[src/rtl/dlx_pkg.sv]
// Shared DLX definitions: opcodes, instruction field positions and class helpers.
package dlx_pkg;

    localparam int IR_W  = 32;
    localparam int REG_W = 5;

    // Instruction field bit positions
    localparam int OP_MSB  = 31;
    localparam int OP_LSB  = 26;
    localparam int RS1_MSB = 25;
    localparam int RS1_LSB = 21;
    localparam int RS2_MSB = 20;
    localparam int RS2_LSB = 16;
    localparam int RD_MSB  = 15;
    localparam int RD_LSB  = 11;

    // Opcodes
    localparam logic [5:0] OP_RTYPE   = 6'h00;
    localparam logic [5:0] OP_J       = 6'h02;
    localparam logic [5:0] OP_JAL     = 6'h03;
    localparam logic [5:0] OP_BEQZ    = 6'h04;
    localparam logic [5:0] OP_BNEZ    = 6'h05;
    localparam logic [5:0] OP_TRAP    = 6'h11;
    localparam logic [5:0] OP_JR      = 6'h12;
    localparam logic [5:0] OP_JALR    = 6'h13;
    localparam logic [5:0] OP_LOAD_LO = 6'h20;
    localparam logic [5:0] OP_LOAD_HI = 6'h25;
    localparam logic [5:0] OP_SB      = 6'h28;
    localparam logic [5:0] OP_SH      = 6'h29;
    localparam logic [5:0] OP_SW      = 6'h2B;

    localparam logic [REG_W-1:0] LINK_REG = 5'd31;

    function automatic logic is_load(input logic [5:0] op);
        return (op >= OP_LOAD_LO) && (op <= OP_LOAD_HI);
    endfunction

    function automatic logic is_store(input logic [5:0] op);
        return (op == OP_SB) || (op == OP_SH) || (op == OP_SW);
    endfunction

endpackage

[src/rtl/id_decode.sv]
// Source/destination decode of a DLX instruction. Purely combinational.
module id_decode
    import dlx_pkg::*;
(
    input  logic [IR_W-1:0]  ir,
    output logic             uses_rs1,
    output logic             uses_rs2,
    output logic [REG_W-1:0] dest
);

    logic [5:0]       op;
    logic [REG_W-1:0] rs2_f;
    logic [REG_W-1:0] rd_f;
    logic             unused_low_bits;

    assign op    = ir[OP_MSB:OP_LSB];
    assign rs2_f = ir[RS2_MSB:RS2_LSB];
    assign rd_f  = ir[RD_MSB:RD_LSB];

    // Immediate/function bits carry no register information.
    assign unused_low_bits = ^ir[RD_LSB-1:0];

    // Classify opcode; I-type ALU (rs1 source, rs2-field destination) is the default.
    // A destination of r0 comes out as 0, which already means "none".
    always_comb begin
        uses_rs1 = 1'b1;
        uses_rs2 = 1'b0;
        dest     = rs2_f;
        if (op == OP_RTYPE) begin
            uses_rs2 = 1'b1;
            dest     = rd_f;
        end else if (is_load(op)) begin
            dest = rs2_f;
        end else if (is_store(op)) begin
            uses_rs2 = 1'b1;
            dest     = '0;
        end else if ((op == OP_BEQZ) || (op == OP_BNEZ) || (op == OP_JR)) begin
            dest = '0;
        end else if ((op == OP_J) || (op == OP_TRAP)) begin
            uses_rs1 = 1'b0;
            dest     = '0;
        end else if (op == OP_JAL) begin
            uses_rs1 = 1'b0;
            dest     = LINK_REG;
        end else if (op == OP_JALR) begin
            dest = LINK_REG;
        end
    end

endmodule

[src/rtl/id_issue_ctl.sv]
// Decode/issue stage: IF/ID register, regfile read controls, RAW scoreboard
// over EX/MEM/WB (no forwarding), and issue to EX.
module id_issue_ctl
    import dlx_pkg::*;
#(
    parameter int N          = 32,
    parameter int M          = 5,
    parameter int PIPE_DEPTH = 3
) (
    input  logic         CLK,
    input  logic         RESET,
    input  logic [N-1:0] IR_IN,
    input  logic         IR_VALID,
    input  logic         FLUSH,
    output logic         ID_STALL,
    output logic [M-1:0] R1,
    output logic [M-1:0] R2,
    output logic         RE1,
    output logic         RE2,
    output logic [N-1:0] EX_IR,
    output logic         EX_VALID,
    output logic [M-1:0] EX_DEST
);

    logic                           id_valid_q, id_valid_d;
    logic [N-1:0]                   id_ir_q, id_ir_d;
    logic [PIPE_DEPTH-1:0]          sb_valid_q, sb_valid_d;
    logic [PIPE_DEPTH-1:0][M-1:0]   sb_dest_q, sb_dest_d;
    logic [N-1:0]                   ex_ir_q, ex_ir_d;
    logic                           ex_valid_q, ex_valid_d;
    logic [M-1:0]                   ex_dest_q, ex_dest_d;

    logic                  uses_rs1, uses_rs2;
    logic [M-1:0]          dest;
    logic [M-1:0]          rs1, rs2;
    logic [PIPE_DEPTH-1:0] slot_hit;
    logic                  hazard, stall, issue;

    id_decode u_decode (
        .ir       (id_ir_q),
        .uses_rs1 (uses_rs1),
        .uses_rs2 (uses_rs2),
        .dest     (dest)
    );

    assign rs1 = id_ir_q[RS1_MSB:RS1_LSB];
    assign rs2 = id_ir_q[RS2_MSB:RS2_LSB];

    // One comparator pair per in-flight slot; r0 never matches.
    for (genvar gi = 0; gi < PIPE_DEPTH; gi++) begin : g_slot
        assign slot_hit[gi] = sb_valid_q[gi] &&
            ((uses_rs1 && (rs1 != '0) && (rs1 == sb_dest_q[gi])) ||
             (uses_rs2 && (rs2 != '0) && (rs2 == sb_dest_q[gi])));
    end

    assign hazard = |slot_hit;
    assign stall  = id_valid_q && hazard && !FLUSH;
    assign issue  = id_valid_q && !hazard && !FLUSH;

    assign ID_STALL = stall;
    assign R1       = rs1;
    assign R2       = rs2;
    assign RE1      = id_valid_q && uses_rs1;
    assign RE2      = id_valid_q && uses_rs2;
    assign EX_IR    = ex_ir_q;
    assign EX_VALID = ex_valid_q;
    assign EX_DEST  = ex_dest_q;

    // Next state: ID register (flush > stall > capture), scoreboard shift, EX handoff.
    always_comb begin
        id_valid_d = id_valid_q;
        id_ir_d    = id_ir_q;
        if (FLUSH) begin
            id_valid_d = 1'b0;
        end else if (!stall) begin
            id_valid_d = IR_VALID;
            id_ir_d    = IR_IN;
        end

        // Slot0 gets the issued destination or a bubble; the oldest slot falls off.
        sb_valid_d = {sb_valid_q[PIPE_DEPTH-2:0], issue && (dest != '0)};
        sb_dest_d  = {sb_dest_q[PIPE_DEPTH-2:0], (issue ? dest : {M{1'b0}})};

        ex_ir_d    = ex_ir_q;
        ex_valid_d = 1'b0;
        ex_dest_d  = '0;
        if (issue) begin
            ex_ir_d    = id_ir_q;
            ex_valid_d = 1'b1;
            ex_dest_d  = dest;
        end
    end

    // State registers with synchronous reset.
    always_ff @(posedge CLK) begin
        if (RESET) begin
            id_valid_q <= 1'b0;
            id_ir_q    <= '0;
            sb_valid_q <= '0;
            sb_dest_q  <= '0;
            ex_ir_q    <= '0;
            ex_valid_q <= 1'b0;
            ex_dest_q  <= '0;
        end else begin
            id_valid_q <= id_valid_d;
            id_ir_q    <= id_ir_d;
            sb_valid_q <= sb_valid_d;
            sb_dest_q  <= sb_dest_d;
            ex_ir_q    <= ex_ir_d;
            ex_valid_q <= ex_valid_d;
            ex_dest_q  <= ex_dest_d;
        end
    end

endmodule

[config.mk]
export PLATFORM = sky130hd
export DESIGN_NAME = id_issue_ctl
export DESIGN_NICKNAME = d
export VERILOG_FILES = /design/src/rtl/dlx_pkg.sv /design/src/rtl/id_decode.sv /design/src/rtl/id_issue_ctl.sv
export SDC_FILE = /design/constraint.sdc
export NUM_CORES = 1
export LEC_CHECK = 0
export CORE_AREA = 2 2 99 101
export DETAILED_ROUTE_END_ITERATION = 12
export DIE_AREA = 0 0 101 103
export PLACE_DENSITY = 0.72
export SYNTH_ARGS = -nofsm -noshare
export SYNTH_HDL_FRONTEND = slang
export SYNTH_HIERARCHICAL = 1
export SYNTH_SLANG_ARGS = --single-unit
[constraint.sdc]
create_clock -name CLK -period 5.27 [get_ports CLK]
set_clock_uncertainty 0.2 [all_clocks]
set_input_delay 0.7905 -clock CLK [delete_from_list [all_inputs] [get_ports CLK]]
set_output_delay 0.7905 -clock CLK [all_outputs]
set_load 0.02 [all_outputs]
==> run_results.csv <==
group,metric,value,unit
clock_tree,ctsHoldBuffers,0,
setup_path,startpoint,"id_ir_q[27]$_SDFFE_PP0P_",
clock_tree,post_cts_buffers,0,
setup_path,crit_required,4.28,ns
synthesis,synth_top_cell_area_share,41.87,%
power,peakVddDrop,0.0001795,V
drt,drc,0,
power,leakagePower,1.787,nW
drt,first_iter_violations,68,
clock_tree,cts_buffers,9,
synthesis,postSynthAreaPerCell,10.14,um^2
setup_path,cp-endpoint,"ID_STALL",
sta,max_freq,267.2,MHz
grt,grt_max_degree,79,
sta,slew-limit-headroom,38.59,%
grt,grt_pass1_vias,2862,
die,die_h,103,um
clock_tree,tritoncts,"yes",
grt,grt_pass1_wl,13480,um
cells_and_area,antenna_cells,0,
sta,tightest_slew,0.9211,ns
synthesis,syn_inst,396,
die,die_x,101,um
drt,dr_total_vias,2818,
sta,period_minus_slack,3.742,ns
synthesis,ys_top_cells_by_area,"dfxtp_1 42%, mux2i_1 16%, nand2b_1 15%",
cells_and_area,drive_above_1_share,6.034,%
synthesis,yosys_warnings,6,
setup_path,reg2reg_to,"id_ir_q[15]$_SDFFE_PP0P_",
sta,hold_viol_final,0,
synthesis,synth_edf_count,0,
setup_path,crit_fanout,9,
die,core_area,9459,um^2
sta,rsz0062_at_grt,"false",
sta,setup-violations-final,0,
clock_tree,clk_pin_slew,0.09,ns
clock_tree,cts.sinks,84,
job,maxCapViolCount,0,
placed_design,io_buffer_count,86,
sta,fin_ws,1.528,ns
cells_and_area,syn_to_final_growth,23.93,%
die,placementRows,36,
cells_and_area,final_nets,495,
power,power_density,272.7,nW/um^2
placed_design,place_ws,1.896,ns
drt,wl_per_cell,14.24,um
clock_tree,cts_max_level,3,
setup_path,reg2reg_from,"id_ir_q[18]$_SDFFE_PP0P_",
placed_design,gp_congestion,0.8865,
setup_path,critPathKind,"reg2out",
synthesis,synth-seq-cells,84,
clock_tree,insertion_delay,0.35,ns
setup_path,cp-end-kind,"primary output",
synthesis,netlist_area,4016,um^2
grt,grt.total_usage,16.49,%
drt,drtAntennaViolNets,0,
clock_tree,post_cts_resize_count,0,
sta,period_share,71.00,%
synthesis,synth_fp_nets,432,
setup_path,ff2ff_setup_slack,2.14,ns
sta,fin_setup_tns,0,ns
synthesis,yosys.area.top_type,"dfxtp_1",
sta,slew_viol_final,0,
die,start_util,42.46,%
die,dieArea,10400,um^2
die,io_pins,87,
drt,dr.pass1.iters,4,
placed_design,dp_hpwl,5718,um
setup_path,cp-start-kind,"flop",
synthesis,yosysUniqueCellTypes,40,
setup_path,crit_arrival,2.75,ns
hold_path,hold_path_class,"reg2reg",
setup_path,reg2reg_depth,7,
clock_tree,cts_buffer_depth,2,
grt,antenna_found_initial,0,
grt,gr-total-overflow,0,
synthesis,ys_async_sr_fraction,0,%
synthesis,yosysSeqAreaShare,41.87,%
synthesis,synth_ff_type,"dfxtp_1",
run_status,outcome,"complete, no violations",
drt,via_per_inst,4.875,
drt,routed_wl,8229,um
clock_tree,cts.root.buffer_cell,"clkbuf_8",
==> how the worst min path moves through the flow <==
| stage | start | end | depth (start not counted) |
|---|---|---|---|
| 5_1_grt | EX_IR[19]$_SDFFE_PP0P_ | EX_IR[19]$_SDFFE_PP0P_ | 2 |
| 2_1_floorplan | id_ir_q[10]$_SDFFE_PP0P_ | id_ir_q[10]$_SDFFE_PP0P_ | 2 |
| 4_1_cts | EX_IR[6]$_SDFFE_PP0P_ | EX_IR[6]$_SDFFE_PP0P_ | 2 |
| 6_report | EX_IR[9]$_SDFFE_PP0P_ | EX_IR[9]$_SDFFE_PP0P_ | 2 |
| 3_3_place_gp | EX_IR[5]$_SDFFE_PP0P_ | EX_IR[5]$_SDFFE_PP0P_ | 2 |
| 3_5_place_dp | EX_IR[1]$_SDFFE_PP0P_ | EX_IR[1]$_SDFFE_PP0P_ | 2 |
==> critical path, cell delays in order (launching register included) <==
cell and delay (ns):
dfxtp_1 0.39, nor4_1 0.29, a31oi_1 0.07, nor3_1 0.21, o21a_1 0.19, and4_4 0.24, o21ai_4 0.08, a211oi_1 0.28
clkdlybuf4s50_1 0.65
==> stage by stage <==
step	utilization [%]	instances	power, W	hold WS [ns]	cell area (um^2)
4_1_cts	52.62	578	0.001369	0.2807	4977
3_3_place_gp	50.24	562	0.0008546	0.2617	4752
3_5_place_dp	50.24	562	0.0008573	0.2649	4752
2_1_floorplan	-	396	0.0008032	0.2581	4016
5_1_grt	52.62	578	0.001412	0.2984	4977
6_report	52.62	578	0.001358	0.2738	4977
==> cells by family after synthesis <==
group	after synthesis	share of synthesized area, %
xor gates and xnor gates	30	6.542
and+or+nand+nor	158	24.55
AOI/OAI and AO/OA	21	3.894
DFF	84	41.87
buffers and inverters	39	7.196
muxes	64	15.95
==> flip-flops by register name, summed over array words and instances, names as in the netlist <==
signal / cells
EX_IR: 32
EX_VALID: 1
id_ir_q: 32
id_valid_q: 1
sb_dest_d: 10
sb_dest_q: 5
sb_valid_q: 3
==> where the power goes <==
part | leakage, nW | internal, W | switching (W)
Sequential | 0.684 | 0.000653 | 0.0000231
Clock | 0.106 | 0.000282 | 0.000235
Combinational | 0.997 | 0.0000924 | 0.0000727
Total | 1.79 | 0.00103 | 0.000330
==> layout by cell type (no fill, tap or decap), drive strengths merged, types with 2 or more instances in the layout <==
cell	netlist	routed
o21ai	9	9
nand4	5	5
clkdlybuf4s50	0	85
or4	3	3
mux2i	64	64
nor2b	14	14
nand2b	96	96
xnor2	24	24
nor3	5	5
nor2	9	9
and2	2	2
inv	3	4
clkbuf	13	11
and4	3	3
o22ai	2	2
nor3b	6	6
xor2	6	6
nand2	9	9
clkinvlp	0	2
dfxtp	84	84
o21a	3	3
buf	23	3
bufinv	0	2
==> synth_stat cells, types with 2 or more instances <==
cell      number
o21ai_1        6
o21a_1         3
nand4_1        4
and2_1         2
buf_6          3
o22ai_1        2
o21ai_0        2
clkbuf_1      13
inv_1          3
xor2_1         6
mux2i_1       64
nor3_1         4
dfxtp_1       84
nand2b_1      96
buf_12         3
nand2_1        9
nor2b_1       14
or4_1          3
buf_4         16
xnor2_1       24
and4_4         3
nor2_1         9
nor3b_1        6
==> per-layer routing <==
| metal | vias up | track usage, % | part of all wire [%] |
|---|---|---|---|
| li1 | 1426 | - | - |
| met1 | 1315 | 19.86 | 45 |
| met2 | 62 | 28.15 | 48 |
| met3 | 15 | 4.271 | 5.3 |
| met4 | 0 | 6.757 | 1.8 |
| met5 | - | 0 | 0 |
==> layout make-up <==
class	count	area, um^2
fillers	880	4482
repair buffers	88	870.8
inverters	3	11.26
well taps	114	142.6
clock buffers	11	141.4
clock inverters	5	83.83
multi-input cells	273	2046
flip-flops and latches	84	1682
Power figures use the tool's default switching activity.
